File: src/rtl/fetch_pkg.sv
// Shared definitions for the instruction fetch controller: state encoding,
// widths, default halt encoding and the queue entry layout.
package fetch_pkg;

    localparam int ADDR_W  = 10;
    localparam int INSTR_W = 16;

    localparam logic [INSTR_W-1:0] HALT_WORD_DEF = 16'hFFFF;
    localparam logic [1:0]         QUEUE_DEPTH   = 2'd2;

    typedef enum logic [1:0] {
        ST_IDLE = 2'd0,
        ST_RUN  = 2'd1,
        ST_HALT = 2'd2
    } fetch_state_t;

    typedef struct packed {
        logic [ADDR_W-1:0]  pc;
        logic [INSTR_W-1:0] instr;
    } fetch_entry_t;

    // Counter increment that sticks at all-ones instead of wrapping.
    function automatic logic [15:0] sat_inc16(input logic [15:0] v);
        return (v == 16'hFFFF) ? v : v + 16'd1;
    endfunction

endpackage

File: src/rtl/fetch_queue.sv
// Two-entry in-order queue of {pc, instr}. entry0 is always the head, so
// the head outputs need no read pointer. Head outputs read as zero when empty.
module fetch_queue
    import fetch_pkg::*;
(
    input  logic               clk,
    input  logic               reset,
    input  logic               push,
    input  logic               pop,
    input  logic               flush,
    input  logic [ADDR_W-1:0]  push_pc,
    input  logic [INSTR_W-1:0] push_instr,
    output logic [1:0]         count,
    output logic [ADDR_W-1:0]  head_pc,
    output logic [INSTR_W-1:0] head_instr
);

    fetch_entry_t entry0;
    fetch_entry_t entry1;
    fetch_entry_t new_entry;
    logic [1:0]   count_q;

    assign new_entry = '{pc: push_pc, instr: push_instr};

    // Shift-style storage: a pop moves entry1 into the head slot.
    always_ff @(posedge clk) begin
        if (!reset || flush) begin
            count_q <= 2'd0;
            entry0  <= '0;
            entry1  <= '0;
        end else begin
            case ({push, pop})
                2'b10: begin
                    if (count_q == 2'd0) begin
                        entry0  <= new_entry;
                        count_q <= 2'd1;
                    end else if (count_q == 2'd1) begin
                        entry1  <= new_entry;
                        count_q <= 2'd2;
                    end
                end
                2'b01: begin
                    if (count_q != 2'd0) begin
                        entry0  <= entry1;
                        count_q <= count_q - 2'd1;
                    end
                end
                2'b11: begin
                    if (count_q == 2'd1) begin
                        entry0 <= new_entry;
                    end else if (count_q == 2'd2) begin
                        entry0 <= entry1;
                        entry1 <= new_entry;
                    end
                end
                default: ;
            endcase
        end
    end

    assign count      = count_q;
    assign head_pc    = (count_q != 2'd0) ? entry0.pc    : '0;
    assign head_instr = (count_q != 2'd0) ? entry0.instr : '0;

endmodule

File: src/rtl/instr_fetch_ctrl.sv
// Instruction fetch controller: walks the PC through the instruction store,
// buffers fetched words in a 2-entry queue and stops on the halt encoding.
//
//   state   | meaning
//   --------+------------------------------------------------------------
//   ST_IDLE | waiting for start; redirect only reloads the PC
//   ST_RUN  | fetching one word per cycle while the queue has room
//   ST_HALT | halt word was queued; fetch stopped until a redirect
module instr_fetch_ctrl
    import fetch_pkg::*;
#(
    parameter logic [ADDR_W-1:0]  RESET_PC  = 10'd0,
    parameter logic [INSTR_W-1:0] HALT_WORD = HALT_WORD_DEF
) (
    input  logic               clk,
    input  logic               reset,
    input  logic               start,
    output logic [ADDR_W-1:0]  imem_addr,
    input  logic [INSTR_W-1:0] imem_rdata,
    input  logic               redirect_valid,
    input  logic [ADDR_W-1:0]  redirect_pc,
    output logic               out_valid,
    input  logic               out_ready,
    output logic [INSTR_W-1:0] out_instr,
    output logic [ADDR_W-1:0]  out_pc,
    output logic               halted,
    output logic [15:0]        fetch_count
);

    fetch_state_t      state;
    logic [ADDR_W-1:0] pc;
    logic [15:0]       fetch_count_q;
    logic              halted_q;
    logic [1:0]        q_count;
    logic              pop;
    logic              push;

    // Redirect suppresses both queue ports; the queue is flushed instead.
    assign out_valid = (q_count != 2'd0);
    assign pop       = out_valid && out_ready && !redirect_valid;
    assign push      = (state == ST_RUN) && !redirect_valid &&
                       ((q_count < QUEUE_DEPTH) || pop);

    fetch_queue u_queue (
        .clk        (clk),
        .reset      (reset),
        .push       (push),
        .pop        (pop),
        .flush      (redirect_valid),
        .push_pc    (pc),
        .push_instr (imem_rdata),
        .count      (q_count),
        .head_pc    (out_pc),
        .head_instr (out_instr)
    );

    // State, PC, fetch counter and halted flag; redirect outranks everything.
    always_ff @(posedge clk) begin
        if (!reset) begin
            state         <= ST_IDLE;
            pc            <= RESET_PC;
            fetch_count_q <= 16'd0;
            halted_q      <= 1'b0;
        end else if (redirect_valid) begin
            pc       <= redirect_pc;
            halted_q <= 1'b0;
            if (state != ST_IDLE) begin
                state <= ST_RUN;
            end
        end else begin
            case (state)
                ST_IDLE: begin
                    if (start) begin
                        state <= ST_RUN;
                    end
                end
                ST_RUN: begin
                    if (push) begin
                        pc            <= pc + 10'd1;
                        fetch_count_q <= sat_inc16(fetch_count_q);
                        if (imem_rdata == HALT_WORD) begin
                            state    <= ST_HALT;
                            halted_q <= 1'b1;
                        end
                    end
                end
                ST_HALT: ;
                default: begin
                    state    <= ST_IDLE;
                    halted_q <= 1'b0;
                end
            endcase
        end
    end

    assign imem_addr   = pc;
    assign halted      = halted_q;
    assign fetch_count = fetch_count_q;

endmodule

File: config.mk
export PLATFORM = sky130hd
export DESIGN_NAME = instr_fetch_ctrl
export DESIGN_NICKNAME = d
export VERILOG_FILES = /design/src/rtl/fetch_pkg.sv /design/src/rtl/fetch_queue.sv /design/src/rtl/instr_fetch_ctrl.sv
export SDC_FILE = /design/constraint.sdc
export NUM_CORES = 1
export LEC_CHECK = 0
export CORE_MARGIN = 2
export CORE_UTILIZATION = 55
export CTS_CLUSTER_DIAMETER = 150
export DETAILED_ROUTE_END_ITERATION = 10
export GPL_TIMING_DRIVEN = 0
export PLACE_DENSITY_LB_ADDON = 0.1
export SETUP_SLACK_MARGIN = 0.5
export SYNTH_ARGS = -nofsm -noshare
export SYNTH_HDL_FRONTEND = slang
export SYNTH_SLANG_ARGS = --single-unit
File: constraint.sdc
create_clock -name clk -period 3.8 [get_ports clk]
set_input_delay 0.76 -clock clk [delete_from_list [all_inputs] [get_ports clk]]
set_output_delay 0.76 -clock clk [all_outputs]
set_load 0.1 [all_outputs]
==> flow_metrics.env <==
export IMPL_outcome="completed"
export IMPL_yosys_top_cells_count="83 x dfxtp_1, 72 x nand2_1, 43 x a21oi_1, 43 x nor2_1, 31 x mux2i_1"
export IMPL_internal_power_mw=1.271
export IMPL_layout_nets=598
export IMPL_min_period_ps=3335
export IMPL_crit_chain="inv_2, ha_1, clkbuf_2, clkbuf_2, nor2b_1, clkdlybuf4s18_2"
export IMPL_crit_type="flip-flop to output port"
export IMPL_switching_share_pct=28.27
export IMPL_yosysTopAreaCell="dfxtp_1"
export IMPL_p_sw_uw=501.0
export IMPL_drt_iter0_drc=100
export IMPL_tightest_slew_ps=983.4
export IMPL_vias_per_cell=5.420
export IMPL_slew_limit_headroom_pct=34.24
export IMPL_grt_max_degree=16
export IMPL_n_antenna_cell=0
export IMPL_wl_per_cell_um=14.38
export IMPL_grt_overflow=0
export IMPL_rsz0062_at_grt="yes"
export IMPL_worstSkewPairLatency_ps=360
export IMPL_end_kind="output port"
export IMPL_cts_root_buffer="clkbuf_8"
export IMPL_cts_tree="built"
export IMPL_tns_ps=0
export IMPL_crit_top_cell="clkbuf_2"
export IMPL_grt_use_total_pct=25.11
export IMPL_final_cells=666
export IMPL_synth_seq_area_share_pct=41.18
export IMPL_totalWireLength_um=9580
export IMPL_clock_fmax_ghz=0.2998
export IMPL_cp_arrival_ps=2580
export IMPL_top_layer_used="met4"
export IMPL_r2r_slack_ps=1450
export IMPL_period_share_pct=87.77
export IMPL_drv_slew=0
export IMPL_yosys_top_cells_area="dfxtp_1 41%, mux2i_1 7.7%, nand2_1 6.7%, a21oi_1 5.3%, a211oi_1 4.8%"
export IMPL_dp_cells=650
export IMPL_ys_warn_count=0
export IMPL_grt_pass1_vias=3414
export IMPL_wl_met1_um=4234
export IMPL_clkPwrFrac_pct=36.2
export IMPL_antenna_found_initial=0
export IMPL_grt_pass1_wl_um=15460
export IMPL_hold_class="flip-flop to flip-flop"
export IMPL_postSynthAreaPerCell_um2=8.604
export IMPL_chipHeight_um=89.66
export IMPL_peakVddDrop_mv=0.2392
export IMPL_remaining_drc_errors=0
export IMPL_leakagePower_nw=1.924
export IMPL_die_w_um=89.66
export IMPL_hold_depth=2
export IMPL_syn_area_um2=4035
export IMPL_cp_top_family="buffers and inverters"
export IMPL_critPathRequiredTime_ps=3040
export IMPL_cts_buffers=9
export IMPL_path_buf_inv=4
export IMPL_start_util_pct=56.23
export IMPL_synth_async_reset_ratio_pct=0
export IMPL_max_cap_violations=0
export IMPL_cts_num_sinks=83
export IMPL_place_hpwl_um=7075
export IMPL_powerDensity_nw_per_um2=348.7
export IMPL_htree_levels=3
export IMPL_synthFlopType="dfxtp_1"
export IMPL_cp_slowest_cell="clkdlybuf4s18_2"
export IMPL_worstHoldEndpoint="u_queue.entry1[16]$_SDFFE_PP0P_"
export IMPL_drt_first_pass_iters=4
export IMPL_synthesis_nets=505
export IMPL_p_comb_share_pct=12.8
export IMPL_drive_above_1_share_pct=13.05
export IMPL_synth_edf_count=0
export IMPL_timing_rr_end="u_queue.entry0[25]$_SDFFE_PP0P_"
export IMPL_syn_inst=469
export IMPL_skew_ps=12.22
export IMPL_postRouteAntennaNets=0
export IMPL_final_hold_viol_count=0
export IMPL_port_buffers=82
export IMPL_r2r_start="u_queue.count[1]$_SDFFE_PP0P_"
export IMPL_routabilityCongestion=0.8995
export IMPL_hold_path_startpoint="u_queue.entry1[16]$_SDFFE_PP0P_"
export IMPL_met3RoutedLength_um=444
export IMPL_ys_seq_elements=83
export IMPL_clkSlewWorstSetupHoldPaths_ps=90
export IMPL_vias=3610
export IMPL_area_delta_synth_final_pct=25.95
export IMPL_route_met2_wl_um=4689
export IMPL_synth_top_area_share_pct=41.18
export IMPL_slowest_delay_ps=560
export IMPL_core_area_um2=7176
export IMPL_synthDistinctLibCells=50
export IMPL_die_area_um2=8038
export IMPL_ff2ff_path_depth=7
export IMPL_crit_path_max_fanout=10
export IMPL_holdWs_ps=455.2
export IMPL_finalSetupViolCount=0
export IMPL_core_rowCount=31
export IMPL_ctsLongestPathBuffers=2
export IMPL_power_sequential_fraction_pct=51.0
export IMPL_yosysMostFrequentCell="dfxtp_1"
export IMPL_startpoint_type="flip-flop"
export IMPL_io_pins=85
export IMPL_ctsHoldBuffers=0
-- power groups by stage --
stage               Combinational, mW  Clock (mW)  Sequential (mW)
floorplan                      0.0941           0            0.976
global placement                0.225           0            0.923
detailed placement              0.228           0            0.923
CTS                             0.229       0.648            0.903
global route                    0.244       0.688            0.906
finish                          0.228       0.642            0.903
-- repair_timing --
action,4_1_cts,5_1_grt
endpoints found under the setup margin,27,22
setup buffers,0,0
gates resized for setup,89,33
-- how the worst max path moves through the flow --
stage                                              from  cells after the start        end
final                     u_queue.count[1]$_SDFFE_PP0P_                      6  out_pc[1]
after global routing      u_queue.count[1]$_SDFFE_PP0P_                      6  out_pc[1]
after CTS                 u_queue.count[1]$_SDFFE_PP0P_                      6  out_pc[1]
after detailed placement  u_queue.count[1]$_SDFFE_PP0P_                      6  out_pc[1]
after global placement    u_queue.count[1]$_SDFFE_PP0P_                      6  out_pc[0]
after floorplan           u_queue.count[1]$_SDFFE_PP0P_                      5  out_pc[0]
-- cell families (layout without fill, tap and decap cells) --
group                    after synthesis  count (layout)  synth area share, %
AO/OA/AOI/OAI                        101             101                16.65
XOR/XNOR                              12              12                2.605
adder cells (fa/ha/maj)                5               5                1.550
buffers and inverters                 36             134                5.457
flip-flops                            83              83                41.18
multiplexers                          31              31                7.690
AND/OR/NAND/NOR                      201             201                24.87
-- registers in the layout, summed over array words and instances (netlist names) --
signal	flops
u_queue.count	2
fetch_count	16
u_queue.entry1	26
u_queue.entry0	26
imem_addr	10
state	2
halted	1
-- stage by stage --
step / cell area (µm²) / setup WS [ps] / utilization, % / power (mW)
after global placement: 4980 / 134.3 / 69.40 / 1.148
final: 5082 / 464.9 / 70.83 / 1.772
after floorplan: 4035 / 431.0 / - / 1.070
after CTS: 5187 / 433.1 / 72.29 / 1.780
after detailed placement: 4980 / 104.8 / 69.40 / 1.151
after global routing: 5082 / 330.6 / 70.83 / 1.838
-- worst register-to-register path, cell delays in order (launching register included) --
cell and delay [ps]:
dfxtp_1 500, inv_2 130, ha_1 320, nor2b_4 210, o31ai_1 110, a21oi_2 360
clkbuf_1 430, a211oi_1 150
-- layout make-up --
cell class | instances | area (µm²)
flip-flops and latches | 83 | 1662
inverters | 6 | 22.52
well taps | 99 | 123.9
repair buffers | 82 | 720.7
multi-input cells | 350 | 2153
fillers | 610 | 2093
clock inverters | 7 | 75.07
clock buffers | 9 | 123.9
plain buffers | 30 | 201.4
-- layer usage --
layer  vias up  track usage (%)
li1       1825                -
met1      1684            31.02
met2        82            43.11
met3        19            4.845
met4         0            9.905
met5         -                0
-- layout by cell type, fill, tap and decap left out, types with 3 or more instances in the layout --
cell type	instances
dfxtp_1	83
nand2_1	72
clkdlybuf4s50_1	55
nor2_1	43
a21oi_1	43
mux2i_1	31
nor2b_1	28
a211oi_1	26
buf_2	17
nand3_1	16
o21ai_0	13
clkbuf_1	12
nand4_1	12
clkbuf_8	9
clkbuf_2	7
nand2b_1	6
buf_6	6
xnor2_1	6
xor2_1	6
nor4_1	5
ha_1	5
inv_1	4
buf_4	4
or3_1	4
a211oi_2	3
and3_1	3
clkinvlp_4	3
clkdlybuf4s15_2	3
clkbuf_4	3
Power figures use the tool's default switching activity.
